### config.mk
export PLATFORM = sky130hd
export DESIGN_NAME = ama_riscv_fetch_queue
export DESIGN_NICKNAME = d
export VERILOG_FILES = /design/src/rtl/ama_riscv_fetch_queue_pkg.sv /design/src/rtl/ama_riscv_fetch_queue_sync_fifo.sv /design/src/rtl/ama_riscv_fetch_queue.sv
export SDC_FILE = /design/constraint.sdc
export NUM_CORES = 1
export LEC_CHECK = 0
export ABC_AREA = 1
export CELL_PAD_IN_SITES_DETAIL_PLACEMENT = 0
export CELL_PAD_IN_SITES_GLOBAL_PLACEMENT = 1
export CORE_ASPECT_RATIO = 0.8
export CORE_MARGIN = 4
export CORE_UTILIZATION = 30
export DETAILED_ROUTE_END_ITERATION = 8
export GPL_TIMING_DRIVEN = 0
export PLACE_DENSITY = 0.56
export SLEW_MARGIN = 20
export SYNTH_ARGS = -nofsm -noshare
export SYNTH_HDL_FRONTEND = slang
export SYNTH_HIERARCHICAL = 1
export SYNTH_SLANG_ARGS = --single-unit
### constraint.sdc
create_clock -name clk -period 8.6 [get_ports clk]
set_input_delay 2.15 -clock clk [delete_from_list [all_inputs] [get_ports clk]]
set_output_delay 2.15 -clock clk [all_outputs]
set_load 0.01 [all_outputs]
### src/rtl/ama_riscv_fetch_queue_pkg.sv
// Shared types and constants for the fetch queue and its FIFOs.
package ama_riscv_fetch_queue_pkg;

    localparam int unsigned ARCH_WIDTH = 32;

    typedef logic [ARCH_WIDTH-1:0] arch_width_t;

    typedef struct packed {
        arch_width_t pc;
        arch_width_t inst;
    } fetch_entry_t;

    localparam arch_width_t INST_NOP      = 32'h0000_0013;
    localparam arch_width_t FETCH_RST_VEC = 32'h0000_0000;

    // Fetch PCs are always word aligned; the low two bits are forced to zero.
    function automatic arch_width_t pc_align(input arch_width_t pc);
        return pc & ~arch_width_t'(3);
    endfunction

endpackage

### src/rtl/ama_riscv_fetch_queue_sync_fifo.sv
// Synchronous FIFO with flush and occupancy; head is a combinational read of the oldest entry.
module ama_riscv_sync_fifo #(
    parameter int unsigned WIDTH = 32,
    parameter int unsigned DEPTH = 2
) (
    input  logic                     clk,
    input  logic                     rst,
    input  logic                     push,
    input  logic                     pop,
    input  logic                     flush,
    input  logic [WIDTH-1:0]         data,
    output logic [WIDTH-1:0]         head_c,
    output logic [$clog2(DEPTH):0]   occ
);

    localparam int unsigned AW = $clog2(DEPTH);
    localparam int unsigned CW = AW + 1;

    logic [WIDTH-1:0] mem [DEPTH];
    logic [AW-1:0]    rd_ptr;
    logic [AW-1:0]    wr_ptr;
    logic             do_push;
    logic             do_pop;

    // A pop frees a slot, so a full FIFO may push and pop in the same cycle.
    always_comb begin
        do_pop  = 1'b0;
        do_push = 1'b0;
        do_pop  = pop && (occ != CW'(0)) && !flush;
        do_push = push && !flush && ((occ != CW'(DEPTH)) || do_pop);
    end

    always_ff @(posedge clk) begin
        if (rst || flush) begin
            rd_ptr <= '0;
            wr_ptr <= '0;
            occ    <= '0;
        end else begin
            if (do_push) wr_ptr <= wr_ptr + AW'(1);
            if (do_pop)  rd_ptr <= rd_ptr + AW'(1);
            occ <= occ + CW'(do_push) - CW'(do_pop);
        end
    end

    always_ff @(posedge clk) begin
        if (!rst && do_push) mem[wr_ptr] <= data;
    end

    assign head_c = mem[rd_ptr];

    always_ff @(posedge clk) begin
        if (!rst && !flush) begin
            assert (!(push && (occ == CW'(DEPTH)) && !pop))
                else $error("sync_fifo: push while full");
        end
    end

endmodule

### src/rtl/ama_riscv_fetch_queue.sv
// Fetch queue between IMEM and the decoder: sequential fetch, in-order buffering, redirect flush.
// Optional combinational response bypass to the decoder: define FETCH_QUEUE_BYPASS_EN.
module ama_riscv_fetch_queue
    import ama_riscv_fetch_queue_pkg::*;
#(
    parameter int unsigned DEPTH        = 2,
    parameter arch_width_t RESET_VECTOR = FETCH_RST_VEC
) (
    input  logic        clk,
    input  logic        rst,
    output logic        imem_req_valid,
    input  logic        imem_req_ready,
    output logic [31:0] imem_req_addr,
    input  logic        imem_rsp_valid,
    input  logic [31:0] imem_rsp_data,
    input  logic        redirect_valid,
    input  logic [31:0] redirect_pc,
    output logic        dec_valid,
    input  logic        dec_ready,
    output logic [31:0] inst_dec,
    output logic [31:0] pc_dec
);

    localparam int unsigned CW = $clog2(DEPTH) + 1;
    localparam int unsigned SW = CW + 1;
    localparam int unsigned EW = $bits(fetch_entry_t);

    arch_width_t   fetch_pc;
    logic [CW-1:0] occ;
    logic [CW-1:0] out_cnt;
    logic [CW-1:0] drop_cnt;
    logic [CW-1:0] tag_occ;
    arch_width_t   tag_head;
    logic [EW-1:0] q_head_raw;
    fetch_entry_t  q_head;
    fetch_entry_t  rsp_entry;
    fetch_entry_t  head_sel;
    logic [SW-1:0] fill_sum;
    logic [SW-1:0] flight_sum;
    logic          req_fire;
    logic          rsp_drop;
    logic          rsp_take;
    logic          bypass_hit;
    logic          q_push;
    logic          q_pop;

    // Issue gating, response classification and decoder-facing head selection.
    always_comb begin
        fill_sum   = SW'(occ) + SW'(out_cnt);
        flight_sum = SW'(out_cnt) + SW'(drop_cnt);
        imem_req_valid = !rst && !redirect_valid
                         && (fill_sum < SW'(DEPTH)) && (flight_sum < SW'(DEPTH));
        req_fire  = imem_req_valid && imem_req_ready;
        rsp_drop  = imem_rsp_valid && (drop_cnt != CW'(0));
        rsp_take  = imem_rsp_valid && (drop_cnt == CW'(0)) && !redirect_valid;
        q_head    = fetch_entry_t'(q_head_raw);
        rsp_entry = '{pc: tag_head, inst: imem_rsp_data};
`ifdef FETCH_QUEUE_BYPASS_EN
        bypass_hit = (occ == CW'(0)) && (drop_cnt == CW'(0)) && !redirect_valid && imem_rsp_valid;
`else
        bypass_hit = 1'b0;
`endif
        dec_valid = (occ != CW'(0)) || bypass_hit;
        head_sel  = bypass_hit ? rsp_entry : q_head;
        inst_dec  = dec_valid ? head_sel.inst : INST_NOP;
        pc_dec    = dec_valid ? head_sel.pc : 32'h0;
        q_pop     = (occ != CW'(0)) && dec_ready && !redirect_valid;
        q_push    = rsp_take && !(bypass_hit && dec_ready);
    end

    assign imem_req_addr = fetch_pc;

    // Fetch PC and in-flight accounting; a redirect turns every outstanding request into a drop.
    always_ff @(posedge clk) begin
        if (rst) begin
            fetch_pc <= RESET_VECTOR;
            out_cnt  <= '0;
            drop_cnt <= '0;
        end else if (redirect_valid) begin
            fetch_pc <= pc_align(redirect_pc);
            out_cnt  <= '0;
            drop_cnt <= drop_cnt + out_cnt - CW'(imem_rsp_valid);
        end else begin
            if (req_fire) fetch_pc <= fetch_pc + 32'd4;
            out_cnt  <= out_cnt + CW'(req_fire) - CW'(rsp_take);
            drop_cnt <= drop_cnt - CW'(rsp_drop);
        end
    end

    ama_riscv_sync_fifo #(
        .WIDTH (EW),
        .DEPTH (DEPTH)
    ) u_entry_q (
        .clk    (clk),
        .rst    (rst),
        .push   (q_push),
        .pop    (q_pop),
        .flush  (redirect_valid),
        .data   (EW'(rsp_entry)),
        .head_c (q_head_raw),
        .occ    (occ)
    );

    // PCs of live outstanding requests, oldest first; dropped responses never reach it.
    ama_riscv_sync_fifo #(
        .WIDTH (32),
        .DEPTH (DEPTH)
    ) u_tag_q (
        .clk    (clk),
        .rst    (rst),
        .push   (req_fire),
        .pop    (rsp_take),
        .flush  (redirect_valid),
        .data   (fetch_pc),
        .head_c (tag_head),
        .occ    (tag_occ)
    );

    always_ff @(posedge clk) begin
        if (!rst) begin
            assert (tag_occ == out_cnt) else $error("fetch_queue: tag queue out of sync");
        end
    end

endmodule

### Yosys cells after proc, flatten, opt, wreduce, memory -nomap -nowiden

Memory sizes are Yosys's and may differ from the RTL's. A register that Yosys moved wholly into a read port is not among the register bits.
Cells that the tools add are included.

* add/sub/neg operators: 16
* $lt $le $gt $ge: 2
* eq/ne operators: 2
* mux-type cells: 13
* reduce and logical (&&, ||, !) cells: 30

Operators by type and width (number)
* $mux W32: 4
* $add A32 B3 Y32 const B: 1
* $logic_and A1 B1 Y1: 19
* $sub A2 B1 Y2: 5
* $mux W1: 8
* $reduce_bool A2 Y1: 4
* $add A2 B1 Y2: 3
* $add A2 B2 Y3: 2
* $lt A3 B2 Y1 const B: 2
* $add A1 B1 Y1 const B: 4
* $ne A2 B2 Y1 const B: 2
* $logic_or A1 B1 Y1: 3
* $add A2 B2 Y2: 1
* $logic_not A1 Y1: 2
* $logic_not A2 Y1: 1
* $mux W2: 1
* $reduce_or A2 Y1: 1

* bits in registers: 44
* bits in writable memories: 192
* input port bits: 70
* output and inout port bits: 98
* word-level logic and storage cells: 75
* memories: 2

Memory list
* u_entry_q.mem: words 2, width 64, rd ports 1, clocked after Yosys merged registers in 1, write ports 1, RTL line ama_riscv_fetch_queue_sync_fifo.sv:19 `logic [WIDTH-1:0] mem [DEPTH];`
* u_tag_q.mem: words 2, width 32, rd ports 1, clocked after Yosys merged registers in 1, write ports 1, RTL line ama_riscv_fetch_queue_sync_fifo.sv:19

### Depth between registers and ports, before layout

Gate-level depths: netlist of run 1.

* word-level depth: 10
* gate-level depth with buffers: 21
* depth with buffers taken out: 20

### Modules after synthesis

Netlist of run 1, hierarchy kept.

Modules (own cells, without submodules)
* ama_riscv_sync_fifo (u_entry_q): times used 1, cells an instance 246, area an instance 5195.0 um^2, sequential area each 3943.8 um^2
* ama_riscv_fetch_queue: times used 1, cells an instance 580, area an instance 3169.3 um^2, sequential area each 680.7 um^2
* ama_riscv_sync_fifo (u_tag_q): times used 1, cells an instance 147, area an instance 2740.1 um^2, sequential area each 2021.9 um^2

### Worst setup path before layout of run 1

Ideal clock, no wire load.

* kind: input port to flip-flop
* start point: in redirect_valid
* end point: mem u_entry_q/mem[0][0] (netlist bit) (enable)
* setup time: 0.565 ns
* data arrival time: 7.561 ns
* data required time: 8.035 ns
* slack: 0.475 ns
* cell stages on the path: 7
* path buffers: 2
* cell sequence: buf_6 > buf_2 > nor4_1 > inv_1 > nor2_1 > nand2_1 > nor3_1

* elaborated cells on any way between the ends: 11
* those cells by class: 2 x mux; 9 x reduce/logical

RTL lines
* start, declared: RTL line ama_riscv_fetch_queue.sv:16 `input logic redirect_valid,`
* $logic_not A1 Y1: RTL line ama_riscv_fetch_queue.sv:55 `rsp_take = imem_rsp_valid && (drop_cnt == CW'(0)) && !redirect_valid;`
* $logic_and A1 B1 Y1: RTL line ama_riscv_fetch_queue.sv:55
* via q_push: RTL line ama_riscv_fetch_queue.sv:44 `logic q_push;`
* $logic_and A1 B1 Y1 (2 in series): RTL line ama_riscv_fetch_queue_sync_fifo.sv:30 `do_push = push && !flush && ((occ != CW'(DEPTH)) || do_pop);`
* $logic_and A1 B1 Y1: RTL line ama_riscv_fetch_queue_sync_fifo.sv:46 `if (!rst && do_push) mem[wr_ptr] <= data;`
* $mux W1: RTL line ama_riscv_fetch_queue_sync_fifo.sv:46
* $mux W1 (not written as such): RTL line ama_riscv_fetch_queue_sync_fifo.sv:46
* end, declared: RTL line ama_riscv_fetch_queue_sync_fifo.sv:19

The timed path passes the listed nets, and every way through them passes these cells.

### Worst setup path in the final report of run 1

* start point: in rst
* end point: out imem_req_valid

* longest elaborated chain between the ends: 4

Ends and longest elaborated chain
* start, declared: RTL line ama_riscv_fetch_queue.sv:10 `input logic rst,`
* $logic_not A1 Y1: RTL line ama_riscv_fetch_queue.sv:51 `imem_req_valid = !rst && !redirect_valid`
* $logic_and A1 B1 Y1
* $logic_and A1 B1 Y1 (2 in series): RTL line ama_riscv_fetch_queue.sv:52 `&& (fill_sum < SW'(DEPTH)) && (flight_sum < SW'(DEPTH));`
* end, declared: RTL line ama_riscv_fetch_queue.sv:11 `output logic imem_req_valid,`

Every way passes these cells.

==> summary.txt, run 1 <==
Power
  • Power Density: 175 nW/um2
  • Logic pwr share: 0.071
  • Internal Pwr Total: between 1.5 and 2 mW
  • Total net switching power: between 500 and 600 uW
  • Switch share: 0.223
  • Leakage power: 5.54 nW
  • Relative contribution of the clock network to total power: 0.420
  • Sequential fraction of design power: 0.510
  • Max VDD drop: roughly 0.00012 V

Placed design
  • PortBufs: between 150 and 200
  • Cell Count Post-Placement: roughly 1,600
  • DPL Wire Length: between 20 and 25 mm
  • Placement-stage cell area: roughly 14,000 um2
  • Final weighted congestion in routability-driven placement: approximately 0.81

Clock tree
  • Clock latency at the later pin of the worst-skew pair: roughly 0.54 ns
  • Clock sink count: between 200 and 250
  • Post-cts sizing count: 0
  • Clock tree from TritonCTS: built
  • Clock buffers created by TritonCTS: 27
  • Largest buffer count on any clock path: 3
  • Clock Root Buffer: clkbuf_16
  • Register clock-pin slew on the reported worst setup and hold paths: ~0.06 ns
  • Maximum level of the CTS H-tree: 1
  • Cts-stage hold buffer count: 0
  • Count of buffers added by post-CTS timing repair for setup: 0

Worst setup path
  • Kind of critical path: in -> out
  • CP endpoint: imem_req_valid
  • Worst Path Arrival: about 4 ns
  • Required time of the critical path: roughly 6.5 ns
  • Crit. Startpoint: rst
  • Critical Path End Type: output pin
  • Worst Reg2Reg Path Length in Cells: 13
  • Minimum setup slack among reg-to-reg paths: about 5.3 ns
  • Kind of launch point of the worst setup path: input pin
  • Worst-path fanout max: 10
  • Capture instance of the worst register-to-register path: u_tag_q/mem[0][30]
  • Critical register-to-register path startpoint: u_entry_q/occ[0]

Die
  • Standard cell core area: between 30,000 and 40,000 um2
  • Floorplan die width: between 200 and 250 um
  • Starting Density: 0.307
  • Vertical die dimension: between 150 and 200 um
  • Site row count: 62
  • Area enclosed by the die boundary: between 40,000 and 50,000 um2
  • Number of primary I/O pins: around 170

Synth
  • Number of enable-type register cells in the synthesized netlist: between 150 and 200
  • Largest family of logic cells by synthesized area: simple AND/OR/NAND/NOR gates
  • Number of distinct library cells after synthesis: 34
  • Post-synthesis register bit count: roughly 240
  • Cell types with the largest area share after synthesis: edfxtp_1, mux2_4, dfxtp_1
  • Adder-cell share of the synthesized area: 0.0137
  • Asr flop ratio synth: 0
  • Synthesis Warnings: 6
  • Fraction of synthesized cell area in xor and xnor cells: 0.00789
  • Prevailing post-synth register cell: edfxtp_1
  • Post-synthesis instance area: between 10,000 and 15,000 um2
  • Sequential cell area fraction in the yosys report: 0.599
  • Most frequently used cell type in the post-synthesis netlist: edfxtp_1
  • Dominant cell type by area after synthesis: edfxtp_1
  • Fraction of synthesized area in multiplexers: 0.128
  • Cell count after synthesis: 973
  • Area fraction in compound gates after synthesis: 0.0235
  • Top post-synthesis cells by count: edfxtp_1, nand2_1, inv_1
  • Average cell area after synthesis: 11.4 um2
  • Simple-gate area share of the yosys netlist: 0.147
  • Synth top area share: 0.519

STA
  • Worst max-slew margin expressed relative to the limit: 0.406
  • Hold Fails Final Rpt: 0
  • Clock Skews: 0.00870 ns
  • Total count of max-transition violations in the final report: 0
  • Peak Freq: around 160 MHz
  • Final setup fails: 0
  • Final worst hold slack: just under 0.5 ns
  • Final worst path period need: 6.15 ns
  • Period Utilization, post-route: 0.715
  • Measured slew at the worst slew-check pin: between 0.8 and 0.9 ns
  • Unrepaired setup endpoints after global routing: false

Routing
  • Count of antenna-violating nets left after detailed routing: 0
  • Routed WL: 27.8 mm
  • DRC violation count after routing: 0
  • Pre-Repair DR Iteration Count: 4
  • Average wire per standard cell: between 15 and 20 um
  • Number of vias in the routed layout: slightly above 7,000
  • Detail-routed via count per cell: between 4 and 5
  • Initial DRC count: between 300 and 400

Global routing
  • Aggregate global routing overflow: 0
  • GRT Total Usage: 0.135
  • Initial antenna violation count: 0
  • Global-route wire length before repair: 42.3 mm
  • Via count of the first global-routing pass: around 7,000
  • Largest net degree at the start of global routing: 20

Final layout
  • Number of standard cells in the final layout excluding fillers: 1,682
  • Finished Core Util: 0.397
  • Fraction of layout instances using a drive strength above 1: 0.169
  • Synthesis-to-finish area growth: 29.7%
  • NumNets Final: about 1,300
  • Design area: about 14,000 um2
  • Antenna diode count: 0

Job
  • Number of max-capacitance violations reported: 0

Run status
  • Run status: complete, no violations

Worst hold path
  • Path class of the lowest-slack min-delay path: reg -> reg
==> critical path, cell delays in order <==
cell and delay [ns]:
clkdlybuf4s50_1 0.62, buf_4 0.31, nor2_4 0.10, inv_1 0.07, nor2_1 0.17, clkdlybuf4s50_1 0.57
==> cell families (layout without fill, tap and decap cells) <==
| kind of cell | after synthesis | in the layout |
|---|---|---|
| buffers and inverters | 184 | 408 |
| DFF | 236 | 236 |
| and+or+nand+nor | 386 | 386 |
| muxes | 96 | 96 |
| other | 1 | 6 |
| adders and majority gates | 11 | 11 |
| xor gates and xnor gates | 10 | 10 |
| AOI/OAI and AO/OA | 49 | 49 |
==> layout by cell type (no fill, tap or decap), types with 3 or more instances in the layout <==
cell type and instances:
xnor2_1 7, buf_2 4, nand2_1 164, edfxtp_1 192
dfxtp_1 44, buf_12 9, nand2_2 3, or2_2 4
o21ai_0 15, a21oi_1 27, nor2_1 131, clkinv_4 4
xor2_1 3, clkbuf_1 16, clkdlybuf4s50_1 163, nand3_1 60
inv_1 148, nor2_2 9, buf_6 7, clkinv_2 4
buf_4 15, nor2_4 7, mux2_2 6, ha_1 9
buf_16 4, conb_1 6, mux2_4 90, o21bai_1 3
clkbuf_16 27
==> flip-flops by register name, indices dropped and copies added (netlist names), named ones only <==
signal / count
u_entry_q/wr_ptr: 1
u_tag_q/wr_ptr: 1
u_entry_q/rd_ptr: 1
out_cnt: 2
u_entry_q/mem: 128
drop_cnt: 2
u_tag_q/mem: 64
u_entry_q/occ: 2
u_tag_q/rd_ptr: 1
imem_req_addr: 30
u_tag_q/occ: 2
==> metal layers <==
metal,share of wire,vias up,routed length [um],global-route usage
li1,-,3622,-,-
met1,0.48,3374,13500,0.190
met2,0.45,165,12500,0.219
met3,0.048,33,1330,0.0257
met4,0.018,0,511,0.0269
met5,0,-,0,0
==> final cells by class <==
type / instances / area [um2]
clock inverters: 12 / 101
multi-input cells: 558 / 3600
repair buffers: 179 / 1840
flip-flops and latches: 236 / 6650
fillers: 3553 / 21800
inverters: 150 / 563
plain buffers: 34 / 335
clock buffers: 33 / 708
well taps: 480 / 601
==> worst min-delay path by stage <==
stage	end	cells after the start	start	slack [ns]
6_report	register	2	u_entry_q/rd_ptr	0.49
5_1_grt	u_tag_q/rd_ptr	2	u_tag_q/rd_ptr	0.54
4_1_cts	register	2	u_entry_q/rd_ptr	0.51
3_5_place_dp	register	2	u_entry_q/rd_ptr	0.49
3_3_place_gp	u_entry_q/wr_ptr	2	u_entry_q/wr_ptr	0.48
2_1_floorplan	u_entry_q/wr_ptr	2	u_entry_q/wr_ptr	0.46
==> through the flow <==
stage | setup TNS (ns) | setup WS (ns) | total power [mW]
after detailed placement | 0 | 2.45 | 1.49
after floorplan | 0 | 0.475 | 1.38
after global placement | -355.84 | -4.25 | 1.48
after global routing | 0 | 2.38 | 2.63
after CTS | 0 | 2.44 | 2.56
final | 0 | 2.45 | 2.52
==> power by group through the flow <==
stage / registers [mW] / clock network, mW / logic (mW)
2_1_floorplan: 1.30 / 0 / 0.0835
3_3_place_gp: 1.31 / 0 / 0.175
3_5_place_dp: 1.31 / 0 / 0.180
4_1_cts: 1.28 / 1.10 / 0.181
5_1_grt: 1.29 / 1.14 / 0.197
6_report: 1.28 / 1.06 / 0.178
(Power assumes the default switching activity.)
==> run 2, diff against run 1 <==
clock period = 5.9 ns   (was 8.6 ns; I/O delays follow)
==> run 2 against run 1 <==
Net effect: global-route usage increased by 0.19 points; power increased by 50%; worst setup slack got worse by 1.4 ns; combinational power increased by 46%; wire length rose by 0.28%; first-iteration DRC count fell by 21%; register-to-register slack lost 2.9 ns; cell area grew 0.41%; final cell count barely moved; sequential share of layout area decreased by 0.19 points; clock skew grew 0.0068 ns; critical endpoint unchanged; largest cell class unchanged; largest power group unchanged.
==> summary.txt, run 2 (synthesis results as in run 1) <==
Routing
  • Routed WL: 27.8 mm (+0.28%)
  • Number of vias in the routed layout: 7,242 (+0.67%)
  • Pre-Repair DR Iteration Count: 4 (unchanged)
  • Count of antenna-violating nets left after detailed routing: 0 (unchanged)
  • Detail-routed via count per cell: 4.31 (+0.73%)
  • Average wire per standard cell: 16.6 um (+0.34%)
  • DRC violation count after routing: 0 (unchanged)
  • Initial DRC count: 306 (-21%)

Clock tree
  • Maximum level of the CTS H-tree: 1 (unchanged)
  • Clock sink count: 236 (unchanged)
  • Clock Root Buffer: clkbuf_16
  • Register clock-pin slew on the reported worst setup and hold paths: 0.06 ns (about the same)
  • Post-cts sizing count: 0 (unchanged)
  • Clock tree from TritonCTS: built
  • Clock buffers created by TritonCTS: 27 (unchanged)
  • Largest buffer count on any clock path: 3 (unchanged)
  • Cts-stage hold buffer count: 0 (unchanged)
  • Clock latency at the later pin of the worst-skew pair: 0.55 ns (about the same)
  • Count of buffers added by post-CTS timing repair for setup: 0 (unchanged)

Die
  • Number of primary I/O pins: 168 (unchanged)
  • Vertical die dimension: 180 um (unchanged)
  • Floorplan die width: 223 um (unchanged)
  • Area enclosed by the die boundary: 40,200 um2 (unchanged)
  • Starting Density: 0.307 (unchanged)
  • Site row count: 62 (unchanged)
  • Standard cell core area: 36,200 um2 (unchanged)

Final layout
  • Most common cell after layout, fill and taps aside: edfxtp_1
  • Synthesis-to-finish area growth: 30.2%
  • NumNets Final: 1,263 (-0.32%)
  • Number of standard cells in the final layout excluding fillers: 1,681 (-0.059%)
  • Finished Core Util: 0.399 (+0.00162)
  • Commonest cells after routing, fill and taps aside: edfxtp_1, nand2_1, clkdlybuf4s50_1
  • Fraction of layout instances using a drive strength above 1: 0.167 (-0.00152)
  • Number of flip-flops under the largest register name: 128 (unchanged)
  • Register ranked first by flip-flop count: u_entry_q/mem
  • Antenna diode count: 0 (unchanged)
  • Design area: 14,500 um2 (+0.41%)

Global routing
  • Aggregate global routing overflow: 0 (unchanged)
  • Largest net degree at the start of global routing: 24 (+20%)
  • Global-route wire length before repair: 42.8 mm (+1.1%)
  • Initial antenna violation count: 0 (unchanged)
  • Via count of the first global-routing pass: 7,200 (+0.88%)
  • GR Util met1: 0.193 (+0.00312)
  • Layer with the highest usage after global routing: met2
  • Met3 usage in global routing: 0.0290 (+0.00326)
  • GRT met2 Usage: 0.219 (-0.000244)
  • GRT Total Usage: 0.137 (+0.00190)

STA
  • TNS Setup: 0 ns (unchanged)
  • Hold Fails Final Rpt: 0 (unchanged)
  • Peak Freq: about 210 MHz
  • Worst path setup slack after routing: 1.08 ns (-1.37 ns)
  • Final worst path period need: 4.82 ns
  • Period Utilization, post-route: 0.817
  • Worst max-slew margin expressed relative to the limit: 0.412 (+0.00634)
  • Final worst hold slack: 0.511 ns (+0.0159 ns)
  • Final setup fails: 0 (unchanged)
  • Measured slew at the worst slew-check pin: 0.874 ns (-0.00942 ns)
  • Unrepaired setup endpoints after global routing: false
  • Total count of max-transition violations in the final report: 0 (unchanged)
  • Clock Skews: 0.0155 ns (+0.00676 ns)

Placed design
  • Cell Count Post-Placement: 1,633 (-0.24%)
  • DPL Wire Length: 20.2 mm (-0.69%)
  • Placement-stage cell area: 13,600 um2 (unchanged)
  • Final weighted congestion in routability-driven placement: 0.750 (-7.5%)
  • PortBufs: 163 (unchanged)
  • Worst slack at placement: 0.704 ns (-1.75 ns)

Run status
  • Run status: complete, no violations

Worst setup path
  • Worst Path Arrival: 3.34 ns (-0.66 ns)
  • Critical Path End Type: output pin
  • Worst-path fanout max: 10 (unchanged)
  • Kind of critical path: in -> out
  • Kind of launch point of the worst setup path: input pin
  • Required time of the critical path: 4.43 ns (-2.02 ns)

Power
  • Internal Pwr Total: 2.92 mW (+50%)
  • Total net switching power: 842 uW (+50%)
  • Overall power: 3.77 mW (+50%)
  • Leakage power: 5.54 nW (about the same)
  • Power Density: 261 nW/um2 (+49%)
  • Logic pwr share: 0.069 (-0.002)
  • Switch share: 0.223 (+0.000722)
  • Relative contribution of the clock network to total power: 0.434 (+0.014)
  • Max VDD drop: 0.000174 V (+43%)
  • Sequential fraction of design power: 0.497 (-0.013)

Job
  • Number of max-capacitance violations reported: 0 (unchanged)

Worst hold path
  • Path class of the lowest-slack min-delay path: reg -> reg
==> run 2: layer usage <==
layer  vias up  wire [um]
met4         0        510
met2       162      12400
met3        36       1340
met1      3421      13600
met5         -          0
li1       3623          -
==> run 2: cell type report <==
cell class                 instances  area, um2
timing repair buffer             175       1830
fill                            3536      21800
sequential                       236       6650
inverter                         150        563
multi-input combinational        558       3610
tap                              480        601
clock buffer                      33        729
buffer                            34        335
clock inverter                    15        139
==> run 2: final timing paths <==
kind                       start            endpoint  slack [ns]  cells past startpoint
setup / recovery             rst      imem_req_valid        1.08                      6
hold / removal    u_tag_q/rd_ptr      u_tag_q/rd_ptr        0.51                      2
setup reg to reg      out_cnt[0]  u_tag_q/mem[0][22]        2.38                     13
hold reg to reg   u_tag_q/rd_ptr      u_tag_q/rd_ptr        0.51                      2
==> run 2: critical path: stages <==
cell             delay (ns)
clkdlybuf4s50_1        0.64
buf_4                  0.33
nor2_4                 0.11
inv_1                  0.08
nor2_1                 0.14
clkdlybuf4s50_1        0.57
==> run 2: power groups by stage <==
stage	combinational, mW	clock [mW]	sequential (mW)
after floorplan	0.122	0	1.89
final	0.259	1.63	1.87
after global placement	0.255	0	1.91
after detailed placement	0.263	0	1.91
after global routing	0.288	1.77	1.88
after CTS	0.265	1.69	1.87
